**src/rtl/fetch_pc_unit_if.sv**
```systemverilog
// Fetch front-end bus: imem request/response, decode hand-off, and control
// inputs (stall/redirect) plus the exported fetch PC.
// master = fetch unit side, slave = environment (imem + decode + control).
interface fetch_pc_unit_if #(
   parameter int unsigned PC_W    = 6,
   parameter int unsigned INSTR_W = 16
);
   // imem request channel
   logic               req_valid;
   logic               req_ready;
   logic [PC_W-1:0]    req_addr;
   // imem response channel (in order, no backpressure)
   logic               rsp_valid;
   logic [INSTR_W-1:0] rsp_data;
   // decode channel
   logic               out_valid;
   logic               out_ready;
   logic [INSTR_W-1:0] out_instr;
   logic [PC_W-1:0]    out_pc;
   // control
   logic               stall;
   logic               redirect;
   logic [PC_W-1:0]    redirect_pc;
   logic [PC_W-1:0]    pcout;

   modport master (
      output req_valid, req_addr, out_valid, out_instr, out_pc, pcout,
      input  req_ready, rsp_valid, rsp_data, out_ready, stall, redirect, redirect_pc
   );

   modport slave (
      input  req_valid, req_addr, out_valid, out_instr, out_pc, pcout,
      output req_ready, rsp_valid, rsp_data, out_ready, stall, redirect, redirect_pc
   );
endinterface

```
**src/rtl/fetch_pc_unit.sv**
```systemverilog
// Instruction-fetch front end: owns the fetch PC, issues word-addressed
// requests under a credit limit, queues in-order responses tagged with their
// PC, and hands them to decode. Redirect flushes the queue and discards any
// responses still in flight.
// Optional feature macro: FETCH_PERF_EN adds saturating stall/flush counters.
module fetch_pc_unit #(
   parameter int unsigned PC_W     = 6,
   parameter int unsigned INSTR_W  = 16,
   parameter int unsigned QDEPTH   = 2,
   parameter int unsigned RESET_PC = 0
) (
   input  logic            clk,
   input  logic            reset,
   fetch_pc_unit_if.master bus
`ifdef FETCH_PERF_EN
   ,
   output logic [15:0]     perf_stall_cnt,
   output logic [15:0]     perf_flush_cnt
`endif
);

   localparam int unsigned CW = $clog2(QDEPTH + 1);
   localparam int unsigned PW = (QDEPTH > 1) ? $clog2(QDEPTH) : 1;
   localparam logic [PC_W-1:0] RST_PC = PC_W'(RESET_PC);

   // Architectural state
   logic [PC_W-1:0]    pc_q, pc_d;
   logic [PC_W-1:0]    rsp_pc_q, rsp_pc_d;
   logic [CW-1:0]      count_q, count_d;
   logic [CW-1:0]      outst_q, outst_d;
   logic [CW-1:0]      drop_q, drop_d;
   logic [PW-1:0]      rd_ptr_q, rd_ptr_d;
   logic [PW-1:0]      wr_ptr_q, wr_ptr_d;
   logic [INSTR_W-1:0] instr_q [QDEPTH];
   logic [PC_W-1:0]    epc_q   [QDEPTH];

   // Decoded events for this cycle
   logic          credit;
   logic          accept;
   logic          dropping;
   logic          push;
   logic          pop;
   logic [CW:0]   in_use;

   function automatic logic [PW-1:0] ptr_inc(input logic [PW-1:0] p);
      return (p == PW'(QDEPTH - 1)) ? '0 : p + 1'b1;
   endfunction

   // Credit, handshakes and queue-head outputs
   always_comb begin
      in_use    = {1'b0, count_q} + {1'b0, outst_q};
      credit    = (in_use < (CW + 1)'(QDEPTH));
      // reset gates req_valid so nothing is requested while held in reset
      bus.req_valid = reset & ~bus.stall & ~bus.redirect & credit;
      bus.req_addr  = pc_q;
      bus.pcout     = pc_q;
      bus.out_valid = (count_q != '0);
      bus.out_instr = instr_q[rd_ptr_q];
      bus.out_pc    = epc_q[rd_ptr_q];
      accept    = bus.req_valid & bus.req_ready;
      dropping  = bus.rsp_valid & (drop_q != '0);
      push      = bus.rsp_valid & (drop_q == '0) & ~bus.redirect;
      pop       = bus.out_valid & bus.out_ready & ~bus.redirect;
   end

   // Next-state for PC, counters and queue pointers; redirect wins over all
   always_comb begin
      pc_d     = pc_q;
      rsp_pc_d = rsp_pc_q;
      count_d  = count_q;
      outst_d  = outst_q + CW'(accept) - CW'(bus.rsp_valid);
      drop_d   = drop_q - CW'(dropping);
      rd_ptr_d = rd_ptr_q;
      wr_ptr_d = wr_ptr_q;
      if (bus.redirect) begin
         pc_d     = bus.redirect_pc;
         rsp_pc_d = bus.redirect_pc;
         count_d  = '0;
         rd_ptr_d = '0;
         wr_ptr_d = '0;
         // Every request still in flight after this cycle is stale. Responses
         // already marked for dropping are part of outst_q, so they are not
         // added a second time.
         drop_d   = outst_q - CW'(bus.rsp_valid);
      end else begin
         if (accept) begin
            pc_d = pc_q + 1'b1;
         end
         if (push) begin
            rsp_pc_d = rsp_pc_q + 1'b1;
            wr_ptr_d = ptr_inc(wr_ptr_q);
         end
         if (pop) begin
            rd_ptr_d = ptr_inc(rd_ptr_q);
         end
         count_d = count_q + CW'(push) - CW'(pop);
      end
   end

   // Control state registers
   always_ff @(posedge clk or negedge reset) begin
      if (!reset) begin
         pc_q     <= RST_PC;
         rsp_pc_q <= RST_PC;
         count_q  <= '0;
         outst_q  <= '0;
         drop_q   <= '0;
         rd_ptr_q <= '0;
         wr_ptr_q <= '0;
      end else begin
         pc_q     <= pc_d;
         rsp_pc_q <= rsp_pc_d;
         count_q  <= count_d;
         outst_q  <= outst_d;
         drop_q   <= drop_d;
         rd_ptr_q <= rd_ptr_d;
         wr_ptr_q <= wr_ptr_d;
      end
   end

   // Queue storage; entries reset so the head reads 0 / RESET_PC in reset
   always_ff @(posedge clk or negedge reset) begin
      if (!reset) begin
         for (int i = 0; i < int'(QDEPTH); i++) begin
            instr_q[i] <= '0;
            epc_q[i]   <= RST_PC;
         end
      end else if (push) begin
         instr_q[wr_ptr_q] <= bus.rsp_data;
         epc_q[wr_ptr_q]   <= rsp_pc_q;
      end
   end

`ifdef FETCH_PERF_EN
   // Saturating performance counters: stalled-with-credit cycles and redirects
   always_ff @(posedge clk or negedge reset) begin
      if (!reset) begin
         perf_stall_cnt <= '0;
         perf_flush_cnt <= '0;
      end else begin
         if (credit && bus.stall && (perf_stall_cnt != 16'hffff)) begin
            perf_stall_cnt <= perf_stall_cnt + 16'd1;
         end
         if (bus.redirect && (perf_flush_cnt != 16'hffff)) begin
            perf_flush_cnt <= perf_flush_cnt + 16'd1;
         end
      end
   end
`endif

   // Protocol checks: a response must never land on a full queue, and never
   // arrive without a matching accepted request.
   a_no_overflow : assert property (@(posedge clk) disable iff (!reset)
      !(push && !pop && (count_q == CW'(QDEPTH))));
   a_rsp_has_req : assert property (@(posedge clk) disable iff (!reset)
      !(bus.rsp_valid && (outst_q == '0)));

endmodule

```
**src/flat_wrapper.sv**
```systemverilog
// flat-port wrapper written by rule: the top's interface ports become plain ports
module fetch_pc_unit_flat 
#(
   parameter int unsigned PC_W     = 6,
   parameter int unsigned INSTR_W  = 16,
   parameter int unsigned QDEPTH   = 2,
   parameter int unsigned RESET_PC = 0
)
  (clk, reset, bus_req_valid, bus_req_addr, bus_out_valid, bus_out_instr, bus_out_pc, bus_pcout, bus_req_ready, bus_rsp_valid, bus_rsp_data, bus_out_ready, bus_stall, bus_redirect, bus_redirect_pc);
  fetch_pc_unit_if #(.PC_W(PC_W), .INSTR_W(INSTR_W)) bus_i ();
  input  logic clk;
  input  logic reset;
  output wire logic [$bits(bus_i.req_valid)-1:0] bus_req_valid;
  output wire logic [$bits(bus_i.req_addr)-1:0] bus_req_addr;
  output wire logic [$bits(bus_i.out_valid)-1:0] bus_out_valid;
  output wire logic [$bits(bus_i.out_instr)-1:0] bus_out_instr;
  output wire logic [$bits(bus_i.out_pc)-1:0] bus_out_pc;
  output wire logic [$bits(bus_i.pcout)-1:0] bus_pcout;
  input wire logic [$bits(bus_i.req_ready)-1:0] bus_req_ready;
  input wire logic [$bits(bus_i.rsp_valid)-1:0] bus_rsp_valid;
  input wire logic [$bits(bus_i.rsp_data)-1:0] bus_rsp_data;
  input wire logic [$bits(bus_i.out_ready)-1:0] bus_out_ready;
  input wire logic [$bits(bus_i.stall)-1:0] bus_stall;
  input wire logic [$bits(bus_i.redirect)-1:0] bus_redirect;
  input wire logic [$bits(bus_i.redirect_pc)-1:0] bus_redirect_pc;
  assign bus_req_valid = bus_i.req_valid;
  assign bus_req_addr = bus_i.req_addr;
  assign bus_out_valid = bus_i.out_valid;
  assign bus_out_instr = bus_i.out_instr;
  assign bus_out_pc = bus_i.out_pc;
  assign bus_pcout = bus_i.pcout;
  assign bus_i.req_ready = bus_req_ready;
  assign bus_i.rsp_valid = bus_rsp_valid;
  assign bus_i.rsp_data = bus_rsp_data;
  assign bus_i.out_ready = bus_out_ready;
  assign bus_i.stall = bus_stall;
  assign bus_i.redirect = bus_redirect;
  assign bus_i.redirect_pc = bus_redirect_pc;
  fetch_pc_unit #(.PC_W(PC_W), .INSTR_W(INSTR_W), .QDEPTH(QDEPTH), .RESET_PC(RESET_PC)) u_core (.clk(clk), .reset(reset), .bus(bus_i));
endmodule
```
**config.mk**
```make
export PLATFORM = sky130hd
export DESIGN_NAME = fetch_pc_unit_flat
export DESIGN_NICKNAME = d
export VERILOG_FILES = /design/src/rtl/fetch_pc_unit_if.sv /design/src/rtl/fetch_pc_unit.sv /design/src/flat_wrapper.sv
export SDC_FILE = /design/constraint.sdc
export NUM_CORES = 1
export LEC_CHECK = 0
export CORE_ASPECT_RATIO = 1.2
export CORE_UTILIZATION = 30
export DETAILED_ROUTE_END_ITERATION = 12
export PLACE_DENSITY = 0.58
export SKIP_LAST_GASP = 1
export SLEW_MARGIN = 25
export SYNTH_ARGS = -nofsm -noshare
export SYNTH_HDL_FRONTEND = slang
export SYNTH_SLANG_ARGS = --single-unit
```
**constraint.sdc**
```tcl
create_clock -name clk -period 5.3 [get_ports clk]
set_input_delay 0.795 -clock clk [delete_from_list [all_inputs] [get_ports clk]]
set_output_delay 0.795 -clock clk [all_outputs]
set_load 0.02 [all_outputs]
```
==> results of run 1 <==
-- cell families (layout without fill, tap and decap cells) --
kind of cell | Yosys count | after routing | share of synthesized area
buffers and inverters | 24 | 92 | 0.03878
adders and majority gates | 8 | 8 | 0.03403
DFF | 64 | 64 | 0.5065
AOI/OAI and AO/OA | 19 | 19 | 0.04314
muxes | 72 | 72 | 0.2541
xor gates and xnor gates | 9 | 9 | 0.02493
and+or+nand+nor | 47 | 47 | 0.09853
-- power groups by stage --
| stage | combinational (uW) | clock (uW) | sequential (uW) |
|---|---|---|---|
| after CTS | 874 | 543 | 812 |
| after global placement | 862 | 0 | 808 |
| final | 863 | 527 | 809 |
| after detailed placement | 868 | 0 | 820 |
| after floorplan | 569 | 0 | 775 |
| after global routing | 935 | 565 | 838 |
-- per-stage QoR --
step / setup slack, ps / utilization / area, sq um
after detailed placement: 1974 / 0.3850 / 3892
after global placement: 1951 / 0.3849 / 3891
after global routing: 1747 / 0.4121 / 4167
after CTS: 1846 / 0.4113 / 4158
final: 1859 / 0.4121 / 4167
after floorplan: 2739 / - / 3162
-- metal layers --
metal  GRT usage  up-vias  part of all wire
met2      0.1933       54              0.45
met4     0.04876        0             0.015
met1      0.1678     1037              0.48
met3     0.03785       10             0.055
met5           0        -                 0
li1            -      997                 -
-- worst max path at each step --
stage	startpoint	slack (ps)	to	cells past startpoint
2_1_floorplan	u_core.count_q[0]	2740	bus_req_valid	5
3_3_place_gp	bus_redirect	1950	bus_req_valid	4
3_5_place_dp	bus_redirect	1970	bus_req_valid	4
4_1_cts	u_core.count_q[0]	1850	bus_req_valid	6
5_1_grt	u_core.count_q[0]	1750	bus_req_valid	6
6_report	u_core.count_q[0]	1860	bus_req_valid	6
-- state kept, by name, indices dropped and copies added, names as in the netlist --
signal	cells
u_core.instr_q	32
u_core.rd_ptr_q	1
u_core.epc_q	12
u_core.wr_ptr_q	1
u_core.count_q	2
u_core.drop_q	2
u_core.bus.pcout	6
u_core.rsp_pc_q	6
u_core.outst_q	2
-- cell type report --
type                       instances  area share
timing repair buffer              67      0.1580
clock buffer                      10     0.05495
multi-input combinational        155      0.3477
sequential                        64      0.3847
tap                              126     0.03784
clock inverter                     6    0.008709
inverter                           9    0.008108
-- cell usage in the layout (no fill, tap or decap), types with 2 or more instances in the layout --
cell	Yosys	final
mux2_2	66	66
clkdlybuf4s50_1	0	63
dfrtp_1	64	63
nor2_1	10	10
clkbuf_16	0	9
inv_1	8	8
ha_1	7	7
mux2i_1	6	6
xnor2_1	6	6
nor2b_1	7	6
a211oi_1	5	5
o21ai_0	4	4
clkinv_2	0	4
xor2_1	3	3
nand2_1	4	3
a21oi_1	3	3
and4_1	3	3
nand4_1	3	3
buf_4	8	3
and3_1	2	2
or2_2	2	2
nand2b_1	2	2
nor3b_1	2	2
nor4bb_1	2	2
and2_1	2	2
nor3_1	2	2
a311oi_1	2	2
a221oi_1	2	2
==> metrics, run 1 <==
crit-path max FO 5; Avg WL per Cell 15.11 um; main area contributors after synthesis dfrtp_1 (51%), mux2_2 (24%), ha_1 (2.8%); WL final 6.602 mm; worst path cell trace inv_1 > nor2_1 > fa_1 > or4b_4 > nor2_1 > clkdlybuf4s50_1; buffers added on ports 64; RSZ-0062 raised after global routing false; Switching Share 0.3254; hold_buf cts 0; # rows 40; Fin. Hold Viols 0; TritonCTS Buffers 9; number of global-route vias before repair 2107; Remaining Overflow, GRT 0; syn_area_per_cell 13.01 sq um; Setup TNS 0 ps; gr usage total 0.1267; post_cts resized 0; CP dominant cell by count nor2_1; Post-DP HPWL 4.360 mm; Syn Nets 280; Initial Utilization 0.3127; global-route wire length before repair 10.49 mm; Cells after Synth 243; Max transition margin 0.4509; fin crit period 3441 ps; Crit-path slowest cell clkdlybuf4s50_1; Die W 95.72 um; Clk network pwr share 0.240; WHS Path Cells 1; Peak VDD IR 211.7 uV; fin crit share 0.6492; type of the worst setup path register to output pin; reg-to-reg critical path endpoint u_core.bus.pcout[5]; Fill cells 969; WHS 498.2 ps; Post-DRT Antenna Nets 0; Yosys warnings 0; ANT cells 0; register bit total from synthesis 64; Crit path buffers/inverters 2; CTS clk-pin slew, worst paths 50 ps; post-synth top area share 0.5065; initial antenna violation count 0; R2R cell count 6; Synth Flop Type dfrtp_1; MaxCap Viol Count 0; placed insts 421; H-tree level count 3; power share of the combinational group 0.392; Die Area 10960 sq um; largest buffer count on any clock path 2; CTS tree done; Slew @ Worst Pin 823.6 ps; die height 114.5 um; Seq. cell area 1603 sq um; DRC 0; crit start category register; worst r2r src u_core.count_q[0]; nets@finish 343; Post-Syn Area 3162 sq um; post-route insts no fill 437; Slew Limit Fails 0; Via density 4.801; Final Skew 4.152 ps; Total Power 2199 uW; Setup Fix Bufs, Post-CTS 0; core footprint 10110 sq um; Post-synth ARST share 1.000; share of layout cells above drive strength 1 0.3055; reg2reg setup slack 2930 ps; PD cells 527.7 nW/um^2; Area Growth Syn to Fin 31.78%; Starting DRT DRC Count 34; io pins 65; root buf cell clkbuf_16; HP Start u_core.instr_q[4]; data arrival time of the worst path 2650 ps; via count 2098; Flop pwr share 0.368; Final Setup Violations 0; GPL Wtd Cong 0.7787; TritonCTS sink count 64; Hold Path Sink u_core.instr_q[4]; outcome completed; static leakage 0.001786 uW; WP data required 4510 ps; multi-input combinational cell area 1449 sq um; Post-synth EDFFs 0; largest area contributor in the netlist dfrtp_1; Post-synth top cells mux2_2 (66), dfrtp_1 (64), nor2_1 (10), buf_4 (8), inv_1 (8); clk_lat worst skew 320 ps; CP Capture Type output pin; Fmax 0.2906 GHz; Max stage delay on crit path 610 ps; largest net degree at the start of global routing 66; DRT Pass-1 Iters 4; Distinct cells, synth 39; internal power 1483 uW; register area share after synthesis 0.5065; Hold WC Path Type register to register; switching power 715.5 uW; top-count cell post-synth mux2_2; Crit path max-delay family simple AND/OR/NAND/NOR gates
Power figures use the tool's default switching activity.
==> run 2, diff against run 1 <==
Clock period 5.3 ns to 3.35 ns, I/O delays scaled along.
==> run 2 against run 1 <==
Compared with the run above: core utilization up 1.2 points; sequential cell count unchanged; design area is 2.8% higher; total power grew 71%; sequential power increased by 55%; die area unchanged; cell count up 1.1%.
==> metrics, run 2 (synthesized netlist as in run 1, its figures left out) <==
DRC 0; Area Growth Syn to Fin 35.50%; GRT met2 Usage 0.2171; Max transition margin 0.4609; reg-to-reg critical path endpoint u_core.bus.pcout[5]; gr usage total 0.1328; RSZ-0062 raised after global routing false; TritonCTS Buffers 9; via count 2128; largest buffer count on any clock path 2; type of the worst setup path register to output pin; global routing's busiest layer met2; Setup Fix Bufs, Post-CTS 0; MaxCap Viol Count 0; placed insts 426; Initial Utilization 0.3127; worst r2r src u_core.count_q[0]; crit start category register; Peak VDD IR 244.8 uV; share of layout cells above drive strength 1 0.3101; ANT cells 0; Setup TNS 0 ps; TritonCTS sink count 64; Fin. Hold Viols 0; Slew Limit Fails 0; largest net degree at the start of global routing 65; # rows 40; dpl cell area 3929 sq um; final instance area 4284 sq um; R2R cell count 6; DRT Pass-1 Iters 4; die height 114.5 um; Hold WC Path Type primary input to asynchronous set/reset pin; buffers added on ports 64; initial antenna violation count 0; fin crit period 3098 ps; GPL Wtd Cong 0.7550; CTS tree done; static leakage 0.001849 uW; global-route wire length before repair 10.96 mm; root buf cell clkbuf_16; data arrival time of the worst path 2600 ps; CTS clk-pin slew, worst paths 50 ps; Die W 95.72 um; crit-path max FO 5; worst path cell trace inv_1 > nor2_1 > fa_1 > or4b_4 > nor2_1 > clkdlybuf4s50_1; outcome completed; Crit-path slowest cell clkdlybuf4s50_1; Remaining Overflow, GRT 0; Reg with most FFs u_core.instr_q; Final Skew 4.517 ps; hold_buf cts 0; nets@finish 348; CP dominant cell by count nor2_1; post-route insts no fill 442; commonest non-fill, non-tap cell in the layout mux2_2; number of global-route vias before repair 2190; Die Area 10960 sq um; Max stage delay on crit path 610 ps; io pins 65; Post-DRT Antenna Nets 0; WP data required 2850 ps; CP Capture Type output pin; Avg WL per Cell 15.17 um; met1 Usage GRT 0.1675; Slew @ Worst Pin 808.6 ps; final core occ 0.4238; core footprint 10110 sq um; max reg flops 32; Fmax 0.3228 GHz; Largest regs u_core.instr_q: 32 flops, u_core.epc_q: 12 flops; post_cts resized 0; Fill cells 932; Via density 4.814; Final Setup Violations 0; WL final 6.707 mm; reg2reg setup slack 1030 ps; PD cells 877.9 nW/um^2; Post-DP HPWL 4.500 mm; H-tree level count 3; met3 Usage GRT 0.02523; clk_lat worst skew 320 ps; fin crit share 0.9248; most frequent cells in the layout mux2_2 (66), dfrtp_1 (64), clkdlybuf4s50_1 (63); Starting DRT DRC Count 27
[run 2: changes by cell type in the layout (fill, tap and decap cells not counted)]
| cell | before | now |
|---|---|---|
| buf_4 | 3 | 8 |
| nand2_2 | 1 | 0 |
| dfrtp_1 | 63 | 64 |
| bufinv_16 | 0 | 3 |
| clkbuf_8 | 0 | 2 |
| clkinv_2 | 4 | 1 |
| nor4b_2 | 1 | 0 |
| clkbuf_1 | 1 | 0 |
| nand2_1 | 3 | 4 |
| clkinv_4 | 1 | 0 |
| nor4b_1 | 0 | 1 |
| dfrtp_2 | 1 | 0 |
[run 2: report_power, final]
part	switching [uW]	internal, uW	leakage (uW)
combinational	611	795	0.000884
sequential	187	1060	0.000793
clock	338	766	0.000172
total	1140	2620	0.00185
[run 2: layer usage]
metal / wire (um) / part of all wire
met1: 2965 / 0.44
met2: 3292 / 0.49
met3: 325 / 0.048
met4: 124 / 0.018
met5: 0 / 0
[run 2: critical path, delay by kind of cell, from the launching register on]
family | cells | cell delay [ps]
and+or+nand+nor | 3 | 800
adders and majority gates | 1 | 450
buffers and inverters | 2 | 670
DFF | 1 | 350
[run 2: cell type report]
type | instances | area, sq um | area share
clock buffers | 11 | 252.7 | 0.05900
clock inverters | 5 | 102.6 | 0.02395
inverters | 9 | 33.78 | 0.007886
multi-input cells | 155 | 1440 | 0.3362
flip-flops and latches | 64 | 1602 | 0.3738
well taps | 126 | 157.7 | 0.03680
repair buffers | 72 | 695.7 | 0.1624
[run 2: through the flow]
stage | worst slack [ps] | hold WS [ps] | power, uW
final | 251.9 | 448.5 | 3761
after global routing | 155.0 | 516.7 | 3986
after CTS | 227.4 | 489.7 | 3811
after detailed placement | 605.0 | 488.3 | 2687
after global placement | 599.2 | 481.2 | 2654
after floorplan | 1082 | 206.9 | 2127
[run 2: how the worst max path moves through the flow]
stage	slack (ps)	endpoint	cells past startpoint	startpoint
2_1_floorplan	1080	bus_req_valid	5	u_core.count_q[0]
3_3_place_gp	600	bus_req_valid	6	u_core.count_q[0]
3_5_place_dp	600	bus_req_valid	6	u_core.count_q[0]
4_1_cts	230	bus_req_valid	6	u_core.count_q[0]
5_1_grt	150	bus_req_valid	6	u_core.count_q[0]
6_report	250	bus_req_valid	6	u_core.count_q[0]
==> run 3, diff against run 2 <==
Settings changed: ABC_CLOCK_PERIOD_IN_PS from default to 3350, CORE_UTILIZATION 30 to 51, GPL_ROUTABILITY_DRIVEN from default to 0, PLACE_DENSITY 0.58 to 0.86.
==> run 3 against run 2 <==
Compared with the run above: critical endpoint unchanged; non-clock buffer count stayed put; clock-buffer cell count is 1 higher; highest routed layer unchanged; maximum frequency is 3.1% lower.
==> metrics, run 3 (synthesized netlist as in run 1, its figures left out) <==
Slew @ Worst Pin 799.6 ps; largest buffer count on any clock path 2; DRC 0; buffers added on ports 64; RSZ-0062 raised after global routing false; Worst setup startpoint u_core.count_q[0]; WL final 6.483 mm; initial antenna violation count 0; largest net degree at the start of global routing 66; DRT Pass-1 Iters 4; crit start category register; final instance area 4106 sq um; Total Power 3407 uW; io pins 65; PD cells 829.7 nW/um^2; Crit-path slowest cell clkdlybuf4s50_1; Fill cells 432; Post-DP HPWL 4.434 mm; Post-DRT Antenna Nets 0; data arrival time of the worst path 2690 ps; worst r2r src u_core.count_q[0]; commonest non-fill, non-tap cell in the layout mux2_2; Largest regs u_core.instr_q: 32 flops, u_core.epc_q: 12 flops; Final Setup Violations 0; Setup Fix Bufs, Post-CTS 0; Fmax 0.3128 GHz; Via density 5.433; die height 88.25 um; Max stage delay on crit path 610 ps; Initial Utilization 0.5259; TritonCTS Buffers 9; multi-input combinational cell area 1440 sq um; share of layout cells above drive strength 1 0.3048; Remaining Overflow, GRT 0; most frequent cells in the layout mux2_2 (66), dfrtp_1 (64), clkdlybuf4s50_1 (63); # rows 31; Die Area 6519 sq um; WHS 408.7 ps; post_cts resized 0; fin crit period 3197 ps; global-route wire length before repair 10.49 mm; TritonCTS sink count 64; Max transition margin 0.4670; MaxCap Viol Count 0; dpl cell area 3886 sq um; Setup TNS 0 ps; CTS tree done; Starting DRT DRC Count 98; Area Growth Syn to Fin 29.88%; ANT cells 0; nets@finish 348; Hold WC Path Type primary input to asynchronous set/reset pin; fin crit share 0.9544; Reg with most FFs u_core.instr_q; Seq. cell area 1602 sq um; Avg WL per Cell 16.33 um; root buf cell clkbuf_8; static leakage 0.001793 uW; gr usage total 0.2203; WP data required 2850 ps; Slew Limit Fails 0; core footprint 6012 sq um; Peak VDD IR 331.6 uV; worst path cell trace inv_1 > nor2_1 > fa_1 > or4b_4 > nor2_1 > clkdlybuf4s50_1; crit-path max FO 5; number of global-route vias before repair 2148; clk_lat worst skew 330 ps; CP Capture Type output pin; hold_buf cts 0; pre-CTS setup slack 577.0 ps; max reg flops 32; outcome completed; CTS clk-pin slew, worst paths 70 ps; type of the worst setup path register to output pin; Fin. Hold Viols 0; Final Skew 6.143 ps; post-route setup slack 152.8 ps; via count 2157; Die W 73.88 um; CP dominant cell by count nor2_1; H-tree level count 3
run 3: final cells by class:
type                    count  share of cell area
flip-flops and latches     64              0.3900
multi-input cells         155              0.3507
repair buffers             72              0.1725
clock buffers              12             0.03778
well taps                  82             0.02498
clock inverters             3             0.01584
inverters                   9            0.008227
run 3: worst paths after layout:
check / endpoint / cells past startpoint / slack (ps)
max: bus_req_valid / 6 / 150
max reg2reg: u_core.bus.pcout[5] / 6 / 920
min reg2reg: u_core.epc_q[3] / 1 / 500
min: u_core.instr_q[19] / 2 / 410
max in group asynchronous: u_core.epc_q[5] / 2 / 2420
min in group clk: u_core.epc_q[3] / 1 / 500
run 3: per-layer routing:
layer,part of all wire,track usage
met3,0.052,0.05011
met5,0,0
met1,0.42,0.2511
met2,0.51,0.3937
met4,0.017,0.09441
run 3: power breakdown:
part           total, uW  switching (uW)  leakage (uW)  internal, uW
logic               1420             616      0.000887           799
clock network        727             273      0.000112           455
registers           1260             201      0.000793          1060
total               3410            1090       0.00179          2320
run 3: metrics by stage:
| step | utilization | instances |
|---|---|---|
| final | 0.6830 | 397 |
| after CTS | 0.6830 | 397 |
| after global placement | 0.6464 | 382 |
| after floorplan | - | 243 |
| after detailed placement | 0.6464 | 382 |
| after global routing | 0.6830 | 397 |
run 3: worst max-delay path: cells and delay by family (launching register included):
kind | cells | cell delay, ps
adder cells (fa/ha/maj) | 1 | 470
buffers and inverters | 2 | 690
AND/OR/NAND/NOR | 3 | 840
flip-flops | 1 | 360
